File: src/rtl/voice_param_bank.sv
// rtl/voice_param_bank.sv - per-voice note parameter bank with sample-rate voice scan (option: VOICE_PARAM_BANK_ACTIVE_COUNT_EN)
module voice_param_bank #(
    parameter int NUM_VOICES = 16,
    parameter int VOICE_BITS = 4
) (
    input  logic                  clk,
    input  logic                  reset,
    input  logic                  SPI_note_status,
    input  logic [7:0]            SPI_voice_index,
    input  logic [31:0]           SPI_tuning_code,
    input  logic [6:0]            SPI_velocity,
    input  logic                  SPI_ready_flag,
    input  logic                  sample_strobe,
    output logic                  out_valid,
    output logic [VOICE_BITS-1:0] out_voice,
    output logic [31:0]           out_tuning,
    output logic [6:0]            out_velocity,
    output logic                  out_gate,
    output logic                  out_trigger,
    output logic                  out_last,
    output logic                  err_index,
    output logic                  overrun,
    output logic [VOICE_BITS:0]   active_voices
);

    typedef enum logic {S_IDLE, S_SCAN} state_t;

    localparam logic [8:0]            NUM_VOICES_W = 9'(NUM_VOICES);
    localparam logic [VOICE_BITS-1:0] LAST_IDX     = VOICE_BITS'(NUM_VOICES - 1);

    logic [31:0] tuning   [NUM_VOICES];
    logic [6:0]  velocity [NUM_VOICES];
    logic        gate     [NUM_VOICES];
    logic        trig     [NUM_VOICES];

    state_t                state, state_nxt;
    logic [VOICE_BITS-1:0] idx, idx_nxt;
    logic                  r_ready;
    logic                  note_event;
    logic                  index_bad;
    logic                  wr_en;
    logic [VOICE_BITS-1:0] wr_voice;
    logic                  emit;
    logic                  emit_last;
    logic                  overrun_set;

    assign note_event = SPI_ready_flag & ~r_ready;
    assign index_bad  = {1'b0, SPI_voice_index} >= NUM_VOICES_W;
    assign wr_en      = note_event & ~index_bad;
    assign wr_voice   = SPI_voice_index[VOICE_BITS-1:0];

    // Delay the ready flag for rising-edge detection; resets high so a flag already up is ignored
    always_ff @(posedge clk or posedge reset) begin
        if (reset) r_ready <= 1'b1;
        else       r_ready <= SPI_ready_flag;
    end

    // Scan FSM state and voice index register
    always_ff @(posedge clk or posedge reset) begin
        if (reset) begin
            state <= S_IDLE;
            idx   <= '0;
        end else begin
            state <= state_nxt;
            idx   <= idx_nxt;
        end
    end

    // Scan FSM next state: a strobe in IDLE starts a full pass, strobes during a pass are ignored
    always_comb begin
        state_nxt = state;
        idx_nxt   = idx;
        case (state)
            S_IDLE: begin
                idx_nxt = '0;
                if (sample_strobe) state_nxt = S_SCAN;
            end
            S_SCAN: begin
                if (idx == LAST_IDX) begin
                    state_nxt = S_IDLE;
                    idx_nxt   = '0;
                end else begin
                    idx_nxt = idx + 1'b1;
                end
            end
            default: begin
                state_nxt = S_IDLE;
                idx_nxt   = '0;
            end
        endcase
    end

    // Scan FSM outputs: which voice is emitted this cycle and whether a strobe collided with the pass
    always_comb begin
        emit        = (state == S_SCAN);
        emit_last   = (state == S_SCAN) && (idx == LAST_IDX);
        overrun_set = (state == S_SCAN) && sample_strobe;
    end

    // Parameter bank; a note-on trigger set is written after the emit clear so it survives a same-cycle emit
    always_ff @(posedge clk or posedge reset) begin
        if (reset) begin
            for (int i = 0; i < NUM_VOICES; i++) begin
                tuning[i]   <= '0;
                velocity[i] <= '0;
                gate[i]     <= 1'b0;
                trig[i]     <= 1'b0;
            end
        end else begin
            if (emit) trig[idx] <= 1'b0;
            if (wr_en) begin
                if (SPI_note_status) begin
                    tuning[wr_voice]   <= SPI_tuning_code;
                    velocity[wr_voice] <= SPI_velocity;
                    gate[wr_voice]     <= 1'b1;
                    trig[wr_voice]     <= 1'b1;
                end else begin
                    gate[wr_voice] <= 1'b0;
                end
            end
        end
    end

    // Registered scan outputs; data fields hold between scans, strobes and flags return to zero
    always_ff @(posedge clk or posedge reset) begin
        if (reset) begin
            out_valid    <= 1'b0;
            out_voice    <= '0;
            out_tuning   <= '0;
            out_velocity <= '0;
            out_gate     <= 1'b0;
            out_trigger  <= 1'b0;
            out_last     <= 1'b0;
            err_index    <= 1'b0;
            overrun      <= 1'b0;
        end else begin
            out_valid   <= emit;
            out_last    <= emit_last;
            out_trigger <= emit & trig[idx];
            err_index   <= note_event & index_bad;
            overrun     <= overrun_set;
            if (emit) begin
                out_voice    <= idx;
                out_tuning   <= tuning[idx];
                out_velocity <= velocity[idx];
                out_gate     <= gate[idx];
            end
        end
    end

`ifdef VOICE_PARAM_BANK_ACTIVE_COUNT_EN
    logic [VOICE_BITS:0] gate_count;

    // Population count of held gates
    always_comb begin
        gate_count = '0;
        for (int i = 0; i < NUM_VOICES; i++) begin
            gate_count = gate_count + {{VOICE_BITS{1'b0}}, gate[i]};
        end
    end

    // Register the count so it lags each bank change by one cycle
    always_ff @(posedge clk or posedge reset) begin
        if (reset) active_voices <= '0;
        else       active_voices <= gate_count;
    end
`else
    assign active_voices = '0;
`endif

endmodule

File: config.mk
export PLATFORM = sky130hd
export DESIGN_NAME = voice_param_bank
export DESIGN_NICKNAME = d
export VERILOG_FILES = /design/src/rtl/voice_param_bank.sv
export SDC_FILE = /design/constraint.sdc
export NUM_CORES = 1
export LEC_CHECK = 0
export CAP_MARGIN = 20
export CORE_MARGIN = 1.5
export CORE_UTILIZATION = 35
export DETAILED_ROUTE_END_ITERATION = 16
export PLACE_DENSITY = 0.55
export SYNTH_ARGS = -nofsm -noshare
export SYNTH_HDL_FRONTEND = slang
export SYNTH_SLANG_ARGS = --single-unit
File: constraint.sdc
create_clock -name clk -period 23.2 [get_ports clk]
set_input_delay 4.64 -clock clk [delete_from_list [all_inputs] [get_ports clk]]
set_output_delay 4.64 -clock clk [all_outputs]
set_load 0.03 [all_outputs]
## Word level (Yosys, flattened, before mapping)

Cells that the tools add are included.
Widths: inputs -> output; s select.

| cells by class | value |
|---|---|
| add/sub/neg operators | 1 |
| order comparisons | 5 |
| equality and inequality tests | 1 |
| multiplexer cells | 31 |
| bitwise operators | 15 |
| reduce and logical (&&, ||, !) cells | 5 |

Operators with widths:

| cell | count |
|---|---|
| $bwmux 512 | 1 |
| $bmux 32 s4 | 1 |
| $demux 32 s4 | 1 |
| $bwmux 112 | 1 |
| $mux 32 | 3 |
| $mux 16 | 4 |
| $and 16x16->16 | 2 |
| $not 16->16 | 2 |
| $or 16x16->16 | 2 |
| $bmux 7 s4 | 1 |
| $demux 7 s4 | 1 |
| $mux 7 | 3 |
| $ge 5x5->1 const B | 2 |
| $lt 5x1->1 const B | 2 |
| $not 4->5 | 2 |
| $bmux 1 s4 | 2 |
| $demux 1 s4 | 2 |
| $ge 8x5->1 const B | 1 |
| $mux 1 | 8 |
| $pmux 4 s2 | 1 |
| $add 4x1->4 const B | 1 |
| $and 1x1->1 | 4 |
| $eq 4x4->1 const B | 1 |
| $logic_and 1x1->1 | 4 |
| 4 further kinds | 6 |

| storage, ports and cells | value |
|---|---|
| flip-flop bits (word level) | 711 |
| output and inout port bits | 54 |
| logic and storage cells | 134 |

## Depth between registers and ports, before layout

| logic depth | value |
|---|---|
| word-level depth | 11 |
| mapped depth | 9 |
| depth with buffers taken out | 5 |

## Least setup slack after synthesis

Ideal clock, no wire load.

| path | value |
|---|---|
| kind | input port to flip-flop |
| from | input port SPI_voice_index[4] |
| to | register tuning[128] (netlist name) |
| arrival time | 6.268 ns |
| data required time | 23.075 ns |
| setup slack | 16.807 ns |
| stages | 7 |
| cells stage by stage | nor4_1 > nand4_1 > buf_2 > nor2_1 > buf_4 > buf_2 > mux2_2 |

| between the ends | value |
|---|---|
| longest elaborated chain between the ends | 4 |

RTL lines:

| what | line | RTL |
|---|---|---|
| from (decl) | 9 | `input logic [7:0] SPI_voice_index,` |
| $ge 8x5->1 | 48 | `assign index_bad = {1'b0, SPI_voice_index} >= NUM_VOICES_W;` |
| $not 1->1 | 49 | `assign wr_en = note_event & ~index_bad;` |
| $and 1x1->1 | 49 |  |
| $reduce_and 2->1 (no line) | n/a |  |
| to (signal, indexed assignment) | 113 | `tuning[wr_voice] <= SPI_tuning_code;` |
| to (decl) | 31 | `logic [31:0] tuning [NUM_VOICES];` |

Every way passes these cells.
A chain may end at the register's enable or synchronous reset.

==> results.yml <==
outcome:
  outcome: "complete, no violations"
worst_hold_path:
  min_to: "trig[0]"
  hp-class: "reg -> reg"
  min_from: "trig[0]"
  min_path_cells: 1
logic_synthesis:
  syn-cell-area_um2: 31600
  yosysSeqAreaShare_pct: 56.3
  synthCells: 2209
  synth_edf_count: 0
  yosysWarnings: 0
  synth.top_cell.area_share_pct: 56.2
  ys_ff_latch: 711
  yosysTopAreaCell: "dfrtp_1"
  ys_types: 43
  synthTopCellsByArea: "dfrtp_1 (56%), mux2_2 (22%), mux2i_1 (6.3%)"
  synthFlopType: "dfrtp_1"
  ys_async_sr_fraction_pct: 100
  avgSynthCellArea_um2: 14.3
floorplan:
  io_pins: 106
  die_h_um: 303
  die_area_um2: 92100
  core_um2: 89700
  start_util_pct: 35.2
  die_w_um: 303
  rows: 110
sta:
  maxSlewViolCount: 0
  worst_clock_skew_ns: 0.0280
  max_freq_mhz: 131
  relSlewSlack_pct: 29.1
  finalCritPeriodShare_pct: 32.8
  rsz0062_at_grt: "no"
  fin_crit_ns: 7.60
  tightest_slew_ns: 1.06
  setup_violations: 0
  setup_tns_ns: 0
  finalHoldViolCount: 0
critical_path:
  cp_max_fo: 172
  startpoint_type: "input pin"
  slowest_stage: "buf_4"
  critPathTopFamily: "buffers and inverters"
  cp_slowest_stage_delay_ns: 0.88
  crit_buf_inv: 5
  worstSetupEndpointType: "asynchronous set/reset pin"
  reg2reg_from: "idx[0]"
  required_ns: 23.80
  crit_type: "in -> async"
  critPathArrivalTime_ns: 8.21
  path_cells: "clkdlybuf4s50_1, clkinvlp_4, buf_4, buf_12, buf_4"
  reg2regPathDepth: 5
  cp_common_cell: "buf_4"
  r2r_slack_ns: 19.37
  r2r-end: "out_tuning[3]"
finish:
  syn_to_final_growth_pct: 14.6
  layout_common_cells: "dfrtp_1 (707), mux2_2 (619), mux2i_1 (200), clkdlybuf4s50_1 (100), clkbuf_16 (84)"
  multi_input_area_um2: 13000
  regArea_um2: 17800
  final_common_cell: "dfrtp_1"
  fin_nets: 2309
  drive_gt1_share_pct: 38.0
  fillCellCount: 8302
  diodes: 0
  postLayoutCellArea_um2: 36200
clocking:
  post_cts_buffers: 0
  clock_latency_ns: 0.62
  cts_buffers: 80
  cts_htree_levels: 3
  clk_pin_slew_ns: 0.06
  cts_tree: "built"
  cts_buffer_depth: 3
  cts_sinks: 711
  cts-root-buf: "clkbuf_16"
  hold_buffers: 0
  cts_resized: 0
global_routing:
  track_usage_pct: 18.6
  grt_overflow: 0
  grt_pass1_vias: 20500
  grt_pass1_wl_um: 129000
  antenna_found_initial: 1
  grt_max_degree: 173
place:
  dpl_cell_area_um2: 33600
  portBuffers: 100
  place_hpwl_um: 47200
  place_congestion: 0.758
route:
  ant_nets: 0
  dr.pass1.iters: 5
  routedWlPerCell_um: 24.2
  dr.first_iter.drc_count: 1169
  vias_per_cell: 5.44
  wirelength_um: 83900
  drc: 0
  dr_total_vias: 18900
job:
  drv_cap: 0
power_and_ir_drop:
  ir_worst_vdd_uv: 55.5
  p_leak_nw: 17.6
  p_per_area_nw_per_um2: 93.5
==> per-stage QoR <==
step | cells | setup slack [ns] | total power, mW | util (%) | hold WS, ns
floorplan | 2213 | 8.82 | 1.88 | - | 0.352
global placement | 3345 | 14.98 | 2.18 | 37.5 | 0.462
detailed placement | 3345 | 14.85 | 2.18 | 37.5 | 0.465
CTS | 3475 | 15.50 | 3.43 | 40.3 | 0.478
global route | 3475 | 15.11 | 3.52 | 40.3 | 0.485
finish | 3475 | 15.60 | 3.38 | 40.3 | 0.477
==> synthesized netlist by cell type (2+ instances only) <==
cell      count
a22oi_1       7
nand2_2       2
a221oi_1     20
nor2b_1       3
nand3_1       6
nor3_1        2
mux2_2      619
clkbuf_1     88
mux4_2       64
nor2_1       76
a211oi_1     14
a21oi_1      15
and3_1        3
buf_4        24
nand3b_1      5
o21ai_0      54
mux2i_1     200
o22ai_1      80
buf_2        51
or3b_2        3
and2_1        3
dfrtp_1     710
nand4_1       2
nand2b_1      7
a31oi_1      27
buf_1        23
nand2_1      50
or4_1         2
nor4_4        2
ha_1          6
inv_1         8
mux2_1       22
==> worst max-delay path by stage <==
stage	endpoint	depth (start not counted)	start
5_1_grt	tuning[237]	5	reset
3_5_place_dp	tuning[173]	5	reset
3_3_place_gp	tuning[173]	5	reset
6_report	tuning[237]	5	reset
2_1_floorplan	asynchronous set/reset pin	1	reset
4_1_cts	tuning[237]	5	reset
==> area by class of cell <==
type | instances | area share [%]
flip-flops and latches | 711 | 49.2
multi-input cells | 1307 | 35.9
clock buffers | 114 | 6.62
well taps | 1176 | 4.06
repair buffers | 142 | 3.71
clock inverters | 16 | 0.425
inverters | 9 | 0.104
==> flip-flops by register name, summed over array words and instances (netlist names), 4 cells and up, named ones only <==
register	count
idx	4
out_tuning	32
out_velocity	7
out_voice	4
trig	16
tuning	512
velocity	112
==> power breakdown <==
part / internal, mW / leakage [nW] / total, mW / switching (mW)
clock network: 0.734 / 1.26 / 1.23 / 0.497
registers: 1.30 / 9.84 / 1.39 / 0.0860
logic: 0.284 / 6.55 / 0.763 / 0.479
==> kinds of logic after synthesis <==
| kind of cell | count (synthesis) | share of synthesized area [%] |
|---|---|---|
| multiplexers | 905 | 33.7 |
| other | 1 | 0.0119 |
| buffers and inverters | 195 | 2.80 |
| AO/OA/AOI/OAI | 219 | 4.32 |
| adder cells (fa/ha/maj) | 6 | 0.238 |
| AND/OR/NAND/NOR | 172 | 2.57 |
| flip-flops | 711 | 56.3 |
==> per-layer routing <==
metal	global-route usage, %	share of wire, %	up-vias
met5	0	0.015	-
met4	4.81	2.3	2
met3	2.83	3.8	135
met2	30.4	47	379
met1	25.9	46	10200
li1	-	-	8174
(Power assumes the default switching activity.)
